<file path="src/rtl/pipe_pkg.sv">
// Shared types for the pipeline hazard controller.
// Contents: forwarding-select encoding, hazard FSM states, default register
// address width and link register, and the scoreboard entry layout.
package pipe_pkg;

  localparam int unsigned REG_AW_DEF   = 5;
  localparam int unsigned LINK_REG_DEF = 15;

  // EX operand source
  typedef enum logic [1:0] {
    FWD_RF    = 2'b00,
    FWD_EXMEM = 2'b01,
    FWD_MEMWB = 2'b10,
    FWD_WB    = 2'b11
  } fwd_sel_t;

  typedef enum logic [1:0] {
    RUN    = 2'd0,
    LSTALL = 2'd1,
    REDIR  = 2'd2
  } hz_state_t;

  // One shadow scoreboard entry: valid, destination, writes RF, is a load
  typedef struct packed {
    logic                  v;
    logic [REG_AW_DEF-1:0] rd;
    logic                  we;
    logic                  ld;
  } sb_entry_t;

endpackage

</file>
<file path="src/rtl/hz_scoreboard_stage.sv">
// One scoreboard entry register {v, rd, we, ld}.
// Ports:
//   clk, reset  clock, asynchronous active-high reset (entry invalid)
//   clear       load an all-zero (invalid) entry
//   load        capture d
//   d, q        entry in / entry out
// entry_t lets the top size rd to its own register address width.
module hz_scoreboard_stage
  import pipe_pkg::*;
#(
  parameter type entry_t = sb_entry_t
) (
  input  logic   clk,
  input  logic   reset,
  input  logic   clear,
  input  logic   load,
  input  entry_t d,
  output entry_t q
);

  always_ff @(posedge clk or posedge reset) begin
    if (reset) begin
      q <= '0;
    end else if (clear) begin
      q <= '0;
    end else if (load) begin
      q <= d;
    end
  end

endmodule

</file>
<file path="src/rtl/pipe_hazard_ctrl.sv">
// Hazard scheduler for the 5-stage IF/ID/EX/MEM/WB pipeline with a branch
// delay slot. Tracks EX/MEM/WB destinations in a shadow scoreboard and
// produces load-use stall/bubble, IF_ID flush after a taken control transfer,
// and registered EX operand forwarding selects.
// Ports:
//   clk, reset                 clock, asynchronous active-high reset
//   id_*                       instruction currently in ID
//   ex_take_ctrl, ex_annul     EX resolved a taken transfer / annuls delay slot
//   stall, bubble              hold PC/nPC/IF_ID, insert NOP into ID_EX
//   flush_ifid                 replace IF_ID with NOP (cycle after redirect)
//   fwd_a, fwd_b               EX operand source selects
//   stall_cnt, flush_cnt       performance counters
// Build option: define HAZARD_PERF_EN to implement the counters; otherwise
// both counter ports are tied to zero.
module pipe_hazard_ctrl
  import pipe_pkg::*;
#(
  parameter int unsigned REG_AW   = REG_AW_DEF,
  parameter int unsigned LINK_REG = LINK_REG_DEF
) (
  input  logic              clk,
  input  logic              reset,
  input  logic              id_valid,
  input  logic [REG_AW-1:0] id_rs1,
  input  logic [REG_AW-1:0] id_rs2,
  input  logic              id_use1,
  input  logic              id_use2,
  input  logic [REG_AW-1:0] id_rd,
  input  logic              id_we,
  input  logic              id_is_load,
  input  logic              id_is_call,
  input  logic              ex_take_ctrl,
  input  logic              ex_annul,
  output logic              stall,
  output logic              bubble,
  output logic              flush_ifid,
  output logic [1:0]        fwd_a,
  output logic [1:0]        fwd_b,
  output logic [31:0]       stall_cnt,
  output logic [31:0]       flush_cnt
);

  typedef struct packed {
    logic              v;
    logic [REG_AW-1:0] rd;
    logic              we;
    logic              ld;
  } sb_ent_t;

  localparam logic [REG_AW-1:0] LINK_RD = REG_AW'(LINK_REG);

  sb_ent_t   id_e, ex_q, mem_q, wb_q;
  hz_state_t state;
  logic      flush_q;
  fwd_sel_t  fwd_a_q, fwd_b_q, fwd_a_d, fwd_b_d;
  logic      lu_hit, lu_stall, annul_bubble, kill_ex;
  logic      unused_wb_ld;

  function automatic logic hit(input sb_ent_t e, input logic used,
                               input logic [REG_AW-1:0] rs);
    return used & e.v & e.we & (e.rd != '0) & (rs == e.rd);
  endfunction

  always_comb begin
    id_e.v  = id_valid;
    id_e.rd = id_is_call ? LINK_RD : id_rd;
    id_e.we = id_we | id_is_call;
    id_e.ld = id_is_load & ~id_is_call;
  end

  assign lu_hit = ex_q.ld & (hit(ex_q, id_use1, id_rs1) | hit(ex_q, id_use2, id_rs2));
  // A redirect in EX overrides the load-use hazard of the instruction in ID
  assign lu_stall     = (state == RUN) & lu_hit & ~ex_take_ctrl;
  assign annul_bubble = ex_take_ctrl & ex_annul;
  // Anything that keeps the ID instruction out of EX: stall, annulled delay
  // slot, or the wrong-path instruction being flushed this cycle
  assign kill_ex      = lu_stall | annul_bubble | flush_q;

  assign stall        = lu_stall;
  assign bubble       = lu_stall | annul_bubble;
  assign flush_ifid   = flush_q;
  assign fwd_a        = fwd_a_q;
  assign fwd_b        = fwd_b_q;
  assign unused_wb_ld = wb_q.ld;

  // Later assignments override earlier ones, giving youngest-first priority
  always_comb begin
    fwd_a_d = FWD_RF;
    fwd_b_d = FWD_RF;
    if (hit(wb_q, id_use1, id_rs1))                fwd_a_d = FWD_WB;
    if (hit(wb_q, id_use2, id_rs2))                fwd_b_d = FWD_WB;
    if (hit(mem_q, id_use1, id_rs1))               fwd_a_d = FWD_MEMWB;
    if (hit(mem_q, id_use2, id_rs2))               fwd_b_d = FWD_MEMWB;
    if (hit(ex_q, id_use1, id_rs1) && !ex_q.ld)    fwd_a_d = FWD_EXMEM;
    if (hit(ex_q, id_use2, id_rs2) && !ex_q.ld)    fwd_b_d = FWD_EXMEM;
    if (kill_ex || !id_valid) begin
      fwd_a_d = FWD_RF;
      fwd_b_d = FWD_RF;
    end
  end

  always_ff @(posedge clk or posedge reset) begin
    if (reset) begin
      state   <= RUN;
      flush_q <= 1'b0;
      fwd_a_q <= FWD_RF;
      fwd_b_q <= FWD_RF;
    end else begin
      flush_q <= ex_take_ctrl;
      fwd_a_q <= fwd_a_d;
      fwd_b_q <= fwd_b_d;
      if (ex_take_ctrl) begin
        state <= REDIR;
      end else begin
        case (state)
          RUN:     state <= lu_stall ? LSTALL : RUN;
          default: state <= RUN;
        endcase
      end
    end
  end

  hz_scoreboard_stage #(.entry_t(sb_ent_t)) u_ex (
    .clk(clk), .reset(reset), .clear(kill_ex), .load(1'b1), .d(id_e), .q(ex_q)
  );
  hz_scoreboard_stage #(.entry_t(sb_ent_t)) u_mem (
    .clk(clk), .reset(reset), .clear(1'b0), .load(1'b1), .d(ex_q), .q(mem_q)
  );
  hz_scoreboard_stage #(.entry_t(sb_ent_t)) u_wb (
    .clk(clk), .reset(reset), .clear(1'b0), .load(1'b1), .d(mem_q), .q(wb_q)
  );

`ifdef HAZARD_PERF_EN
  logic [31:0] stall_cnt_q, flush_cnt_q;

  always_ff @(posedge clk or posedge reset) begin
    if (reset) begin
      stall_cnt_q <= '0;
      flush_cnt_q <= '0;
    end else begin
      if (lu_stall && stall_cnt_q != '1) stall_cnt_q <= stall_cnt_q + 32'd1;
      if (flush_q && flush_cnt_q != '1)  flush_cnt_q <= flush_cnt_q + 32'd1;
    end
  end

  assign stall_cnt = stall_cnt_q;
  assign flush_cnt = flush_cnt_q;
`else
  assign stall_cnt = '0;
  assign flush_cnt = '0;
`endif

endmodule
</file>
<file path="config.mk">
export PLATFORM = sky130hd
export DESIGN_NAME = pipe_hazard_ctrl
export DESIGN_NICKNAME = d
export VERILOG_FILES = /design/src/rtl/pipe_pkg.sv /design/src/rtl/hz_scoreboard_stage.sv /design/src/rtl/pipe_hazard_ctrl.sv
export SDC_FILE = /design/constraint.sdc
export NUM_CORES = 1
export LEC_CHECK = 0
export ABC_AREA = 1
export CAP_MARGIN = 5
export CORE_ASPECT_RATIO = 0.8
export CORE_MARGIN = 5
export CORE_UTILIZATION = 24
export CTS_BUF_LIST = sky130_fd_sc_hd__clkbuf_8
export DETAILED_ROUTE_END_ITERATION = 6
export PLACE_DENSITY = 0.58
export SETUP_SLACK_MARGIN = 0.3
export SYNTH_ARGS = -nofsm -noshare
export SYNTH_HDL_FRONTEND = slang
export SYNTH_SLANG_ARGS = --single-unit
export TNS_END_PERCENT = 5
</file>
<file path="constraint.sdc">
create_clock -name clk -period 1.3 [get_ports clk]
set_input_delay 0.26 -clock clk [delete_from_list [all_inputs] [get_ports clk]]
set_output_delay 0.26 -clock clk [all_outputs]
set_load 0.03 [all_outputs]
</file>
Word-level counts from Yosys, hierarchy flattened --
Cells that the tools add are included.
Word-level totals: register bits after elaboration 29, bits in latches 0, RAM bits 0, bits in read-only memories 0, output and inout port bits 71, word-level logic and storage cells 77, memories 0
Operators by class: add/sub/neg operators 0, multiply operators 0, divide/modulo/power cells 0, $lt $le $gt $ge 0, eq/ne operators 6, shift-type cells 0, mux-type cells 13, bitwise gates (word level) 35, reduce and logical (&&, ||, !) cells 9
Operators with widths (number):
- $eq 5x5->1 | 6
- $and 1x1->1 | 29
- $mux 2 | 9
- $reduce_bool 5->1 | 3
- $mux 8 | 1
- $mux 5 | 1
- $or 1x1->1 | 4
- $logic_and 1x1->1 | 2
- $logic_not 1->1 | 2
- $logic_not 2->1 | 1
- $mux 1 | 2
- $not 1->1 | 2
- $logic_or 1x1->1 | 1

Depth between registers and ports, before layout --
depth after elaboration 12, mapped depth 10

Cells and area by module --
From an unflattened synthesis, not the netlist that was laid out.
Second synthesis, totals: cells, all modules 312, area total of the unflattened synthesis 2373.5 µm²
By module, submodules not included:
- pipe_hazard_ctrl | times used 1, cells each 204, area each 1356.3 µm², sequential area each 150.1 µm²
- hz_scoreboard_stage | times used 3, cells each 36, area each 339.1 µm², sequential area each 200.2 µm²

Worst setup path before layout --
Ideal clock, no wire load.
path type reg-to-output, start reg, netlist name flush_ifid, end out bubble, arrival 1.326 ns, path slack -0.286 ns, stages on the path, launching flop included 4, cells stage by stage dfrtp_1 > nor4_1 > nand2_4 > nand2_1
RTL lines:
- to (decl) | line pipe_hazard_ctrl.sv:35 | output logic bubble,

Worst setup path in the final report --
start in id_rs2[1], end out stall
Between the ends: cells in the longest elaborated chain, start to end 6
RTL lines:
- from (decl) | line pipe_hazard_ctrl.sv:25 | input logic [REG_AW-1:0] id_rs2,
- $eq 5x5->1 | line pipe_hazard_ctrl.sv:61 | return used & e.v & e.we & (e.rd != '0) & (rs == e.rd);
- $and 1x1->1 | line pipe_hazard_ctrl.sv:61
- $or 1x1->1 | line pipe_hazard_ctrl.sv:71 | assign lu_hit = ex_q.ld & (hit(ex_q, id_use1, id_rs1) | hit(ex_q, id_use2, id_rs2));
- $and 1x1->1 | line pipe_hazard_ctrl.sv:71
- $and 1x1->1 (2 in a row) | line pipe_hazard_ctrl.sv:73 | assign lu_stall = (state == RUN) & lu_hit & ~ex_take_ctrl;
- to (decl) | line pipe_hazard_ctrl.sv:34 | output logic stall,
No other way between the ends.

==> flow_metrics.py <==
metrics = {
    "flow_run": {
        "cap_violations": 0,
    },
    "worst_setup_path": {
        "crit_buf_inv": 3,
        "worstSetupStartpointType": "input port",
        "crit_path_max_incr_delay_ps": 520,
        "path_max_fanout": 3,
        "arrival_ps": 1560,
        "cp_slowest_cell": "clkdlybuf4s50_1",
        "cp_common_cell": "nand2_2",
        "crit_chain": "clkdlybuf4s50_1, xnor2_1, nand2_1, nor2_4, nand2_2, nand2_2, nand2_4, clkinvlp_4, buf_6",
        "reg2reg_slack_ps": -220,
        "crit_type": "input port to output pin",
        "worstPathRequired_ps": 1040,
        "worst_setup_path_end_kind": "output pin",
        "cpLargestDelayFamily": "buffers and inverters",
    },
    "cts": {
        "cts.sinks": 28,
        "cts_buffer_depth": 2,
        "postCtsSetupBuffers": 0,
        "clock_latency_ps": 270,
        "clock-root-buffer": "clkbuf_8",
        "clkTransAtPathRegs_ps": 90,
        "htree_levels": 1,
        "cts_hold_buf": 0,
        "tritoncts": "yes",
        "numCtsBuffers": 3,
    },
    "yosys": {
        "yosysSeqAreaShare": 0.3658,
        "synth-compound-area-share": 0.009798,
        "ys_types": 21,
        "yosys.area_share.simple": 0.2195,
        "synthTopCellsByArea": "dfrtp_1 (37%), buf_4 (25%), xnor2_1 (6.9%)",
        "synthAdderAreaFrac": 0,
        "synthMuxAreaShare": 0,
        "postSynthCellCount": 228,
        "yosysTopAreaCellShare": 0.3658,
        "ys_warn_count": 0,
        "synthXorXnorAreaFrac": 0.1189,
        "ys_ff_latch": 28,
        "synth_top_area_cell": "dfrtp_1",
        "syn_avg_cell_area_um2": 8.402,
        "synth_top_family_by_area": "buffers and inverters",
        "synth_area_um2": 1916,
    },
    "route": {
        "wl_um": 3755,
        "dr.pass1.iters": 4,
        "num_vias": 1304,
        "drc": 0,
        "viasPerCell": 3.361,
        "wl_per_cell_um": 9.678,
        "drtIter0Drc": 60,
        "ant_nets": 0,
    },
    "layout": {
        "layout_commonest_cell": "conb_1",
        "drive_gt1_frac": 0.1964,
        "fin_cells": 388,
        "fillCellCount": 838,
        "regArea_um2": 705.7,
        "fin_nets": 306,
        "diodes": 0,
        "multi_input_area_um2": 952.2,
        "layout_common_cells": "conb_1 (64), nor2_1 (28), nand2_1 (28)",
        "syn2layout_area_growth_pct": 24.69,
    },
    "run_status": {
        "violations": "setup timing",
        "outcome": "finished with violations",
    },
    "global_routing": {
        "grt.overflow.total": 0,
        "grt_pass1_wl_um": 5996,
        "grt_pass1_vias": 1221,
        "grt_usage": 0.07600,
        "grt_max_degree": 29,
        "antenna_found_initial": 0,
    },
    "power": {
        "comb_power_share": 0.289,
        "p_clk_frac": 0.251,
        "switching_share": 0.3408,
        "p_leak_nw": 1.185,
        "max-vdd-ir-drop_mv": 0.3736,
        "p_switching_mw": 0.7141,
        "internal-power_mw": 1.381,
        "p_per_area_nw_per_um2": 877.3,
        "power_mw": 2.095,
        "seqPwrFrac": 0.461,
    },
    "floorplanning": {
        "rows": 29,
        "die_w_um": 109.9,
        "start_util": 0.2433,
        "core-area_um2": 7874,
        "io_pins": 96,
        "die_h_um": 89.91,
        "die-area_um2": 9880,
    },
    "hold_path": {
        "min_path_type": "input port to asynchronous set/reset pin",
    },
    "timing": {
        "fmax_mhz": 549.8,
        "timing.hold.ws_ps": 320.1,
        "post-route-period-util": 1.399,
        "final_hold_viol_count": 0,
        "fin_crit_ps": 1819,
        "finClkSkew_ps": 1.785,
        "slew_violations": 0,
        "setup_ws_ps": -519.0,
        "rsz0062_at_grt": "yes",
        "finalSetupViolCount": 15,
    },
    "placed_design": {
        "portBuffers": 31,
        "dp_hpwl_um": 3237,
        "gp_congestion": 0.7973,
        "placed_cells": 384,
    },
}
==> worst register-to-register path, stage by stage, from the launching register on <==
cell and delay, ps:
dfrtp_2 460, xnor2_1 160, nand2_1 100, nor2_4 150
nand2_2 60, nand2_2 80, nand2_4 70, buf_4 170
nand3_4 110, nor2_2 50
==> state kept, by name, indices dropped and copies added, names as in the netlist <==
register	count
fwd_b	2
u_mem.q	7
state	1
u_ex.q	8
flush_ifid	1
u_wb.q	7
fwd_a	2
==> power groups by stage <==
stage                     logic, mW  clock network [mW]  registers (mW)
after global placement        0.592                   0           0.978
after global routing          0.659               0.572           0.975
after CTS                     0.604               0.543           0.966
after floorplan               0.565                   0           0.969
after detailed placement      0.597                   0           0.982
final                         0.605               0.525           0.965
==> synth_stat cells <==
library cell / count
and3_1: 1
buf_4: 64
clkinv_1: 1
conb_1: 1
dfrtp_1: 28
inv_1: 16
nand2_1: 30
nand2_2: 2
nand2_4: 1
nand3_1: 5
nand3_4: 1
nand4_1: 2
nand4_4: 1
nor2_1: 32
nor2_2: 8
nor3_1: 5
nor4_1: 1
o21ai_0: 2
o21ai_2: 1
xnor2_1: 15
xor2_1: 11
==> timing repair <==
item                                    in CTS  in global routing
pin swaps                                    5                  1
cloned                                       0                  0
resized for setup                           16                  6
endpoints found under the setup margin      20                 20
==> through the flow <==
stage / setup TNS, ps / util / worst slack, ps / instance area, um^2
after floorplan: -149.6 / - / -97.14 / 2181
after global placement: -9255 / 0.2891 / -663.6 / 2276
after detailed placement: -9276 / 0.2891 / -661.8 / 2276
after CTS: -3936 / 0.3016 / -545.6 / 2375
after global routing: -4955 / 0.3034 / -622.8 / 2389
final: -3549 / 0.3034 / -519.0 / 2389
==> per-layer routing <==
metal | track usage | share of wire | vias up
met5 | 0 | 0 | -
met4 | 0.009346 | 0.0021 | 0
met3 | 0.02364 | 0.13 | 2
met2 | 0.1146 | 0.44 | 64
met1 | 0.1091 | 0.43 | 572
li1 | - | - | 666
==> layout make-up <==
class / instances / share of cell area
inverters: 17 / 0.02829
flip-flops and latches: 28 / 0.2954
well taps: 108 / 0.05657
repair buffers: 49 / 0.1980
multi-input cells: 182 / 0.3986
clock buffers: 4 / 0.02305
==> cells by family after synthesis <==
| logic type | Yosys count |
|---|---|
| flops | 28 |
| compound gates | 3 |
| other cells | 1 |
| simple gates | 89 |
| buf+inv | 81 |
| xor+xnor | 26 |
==> path summary, 6_finish.rpt <==
check,startpoint,to,depth (start not counted)
setup / recovery,id_rs2[1],stall,9
hold / removal,reset,state[0],3
setup reg to reg,u_ex.q[6],u_ex.q[1],9
hold reg to reg,u_ex.q[7],u_mem.q[7],0
max in group asynchronous,reset,u_ex.q[2],3
min in group clk,u_ex.q[7],u_mem.q[7],0
(Power assumes the default switching activity.)
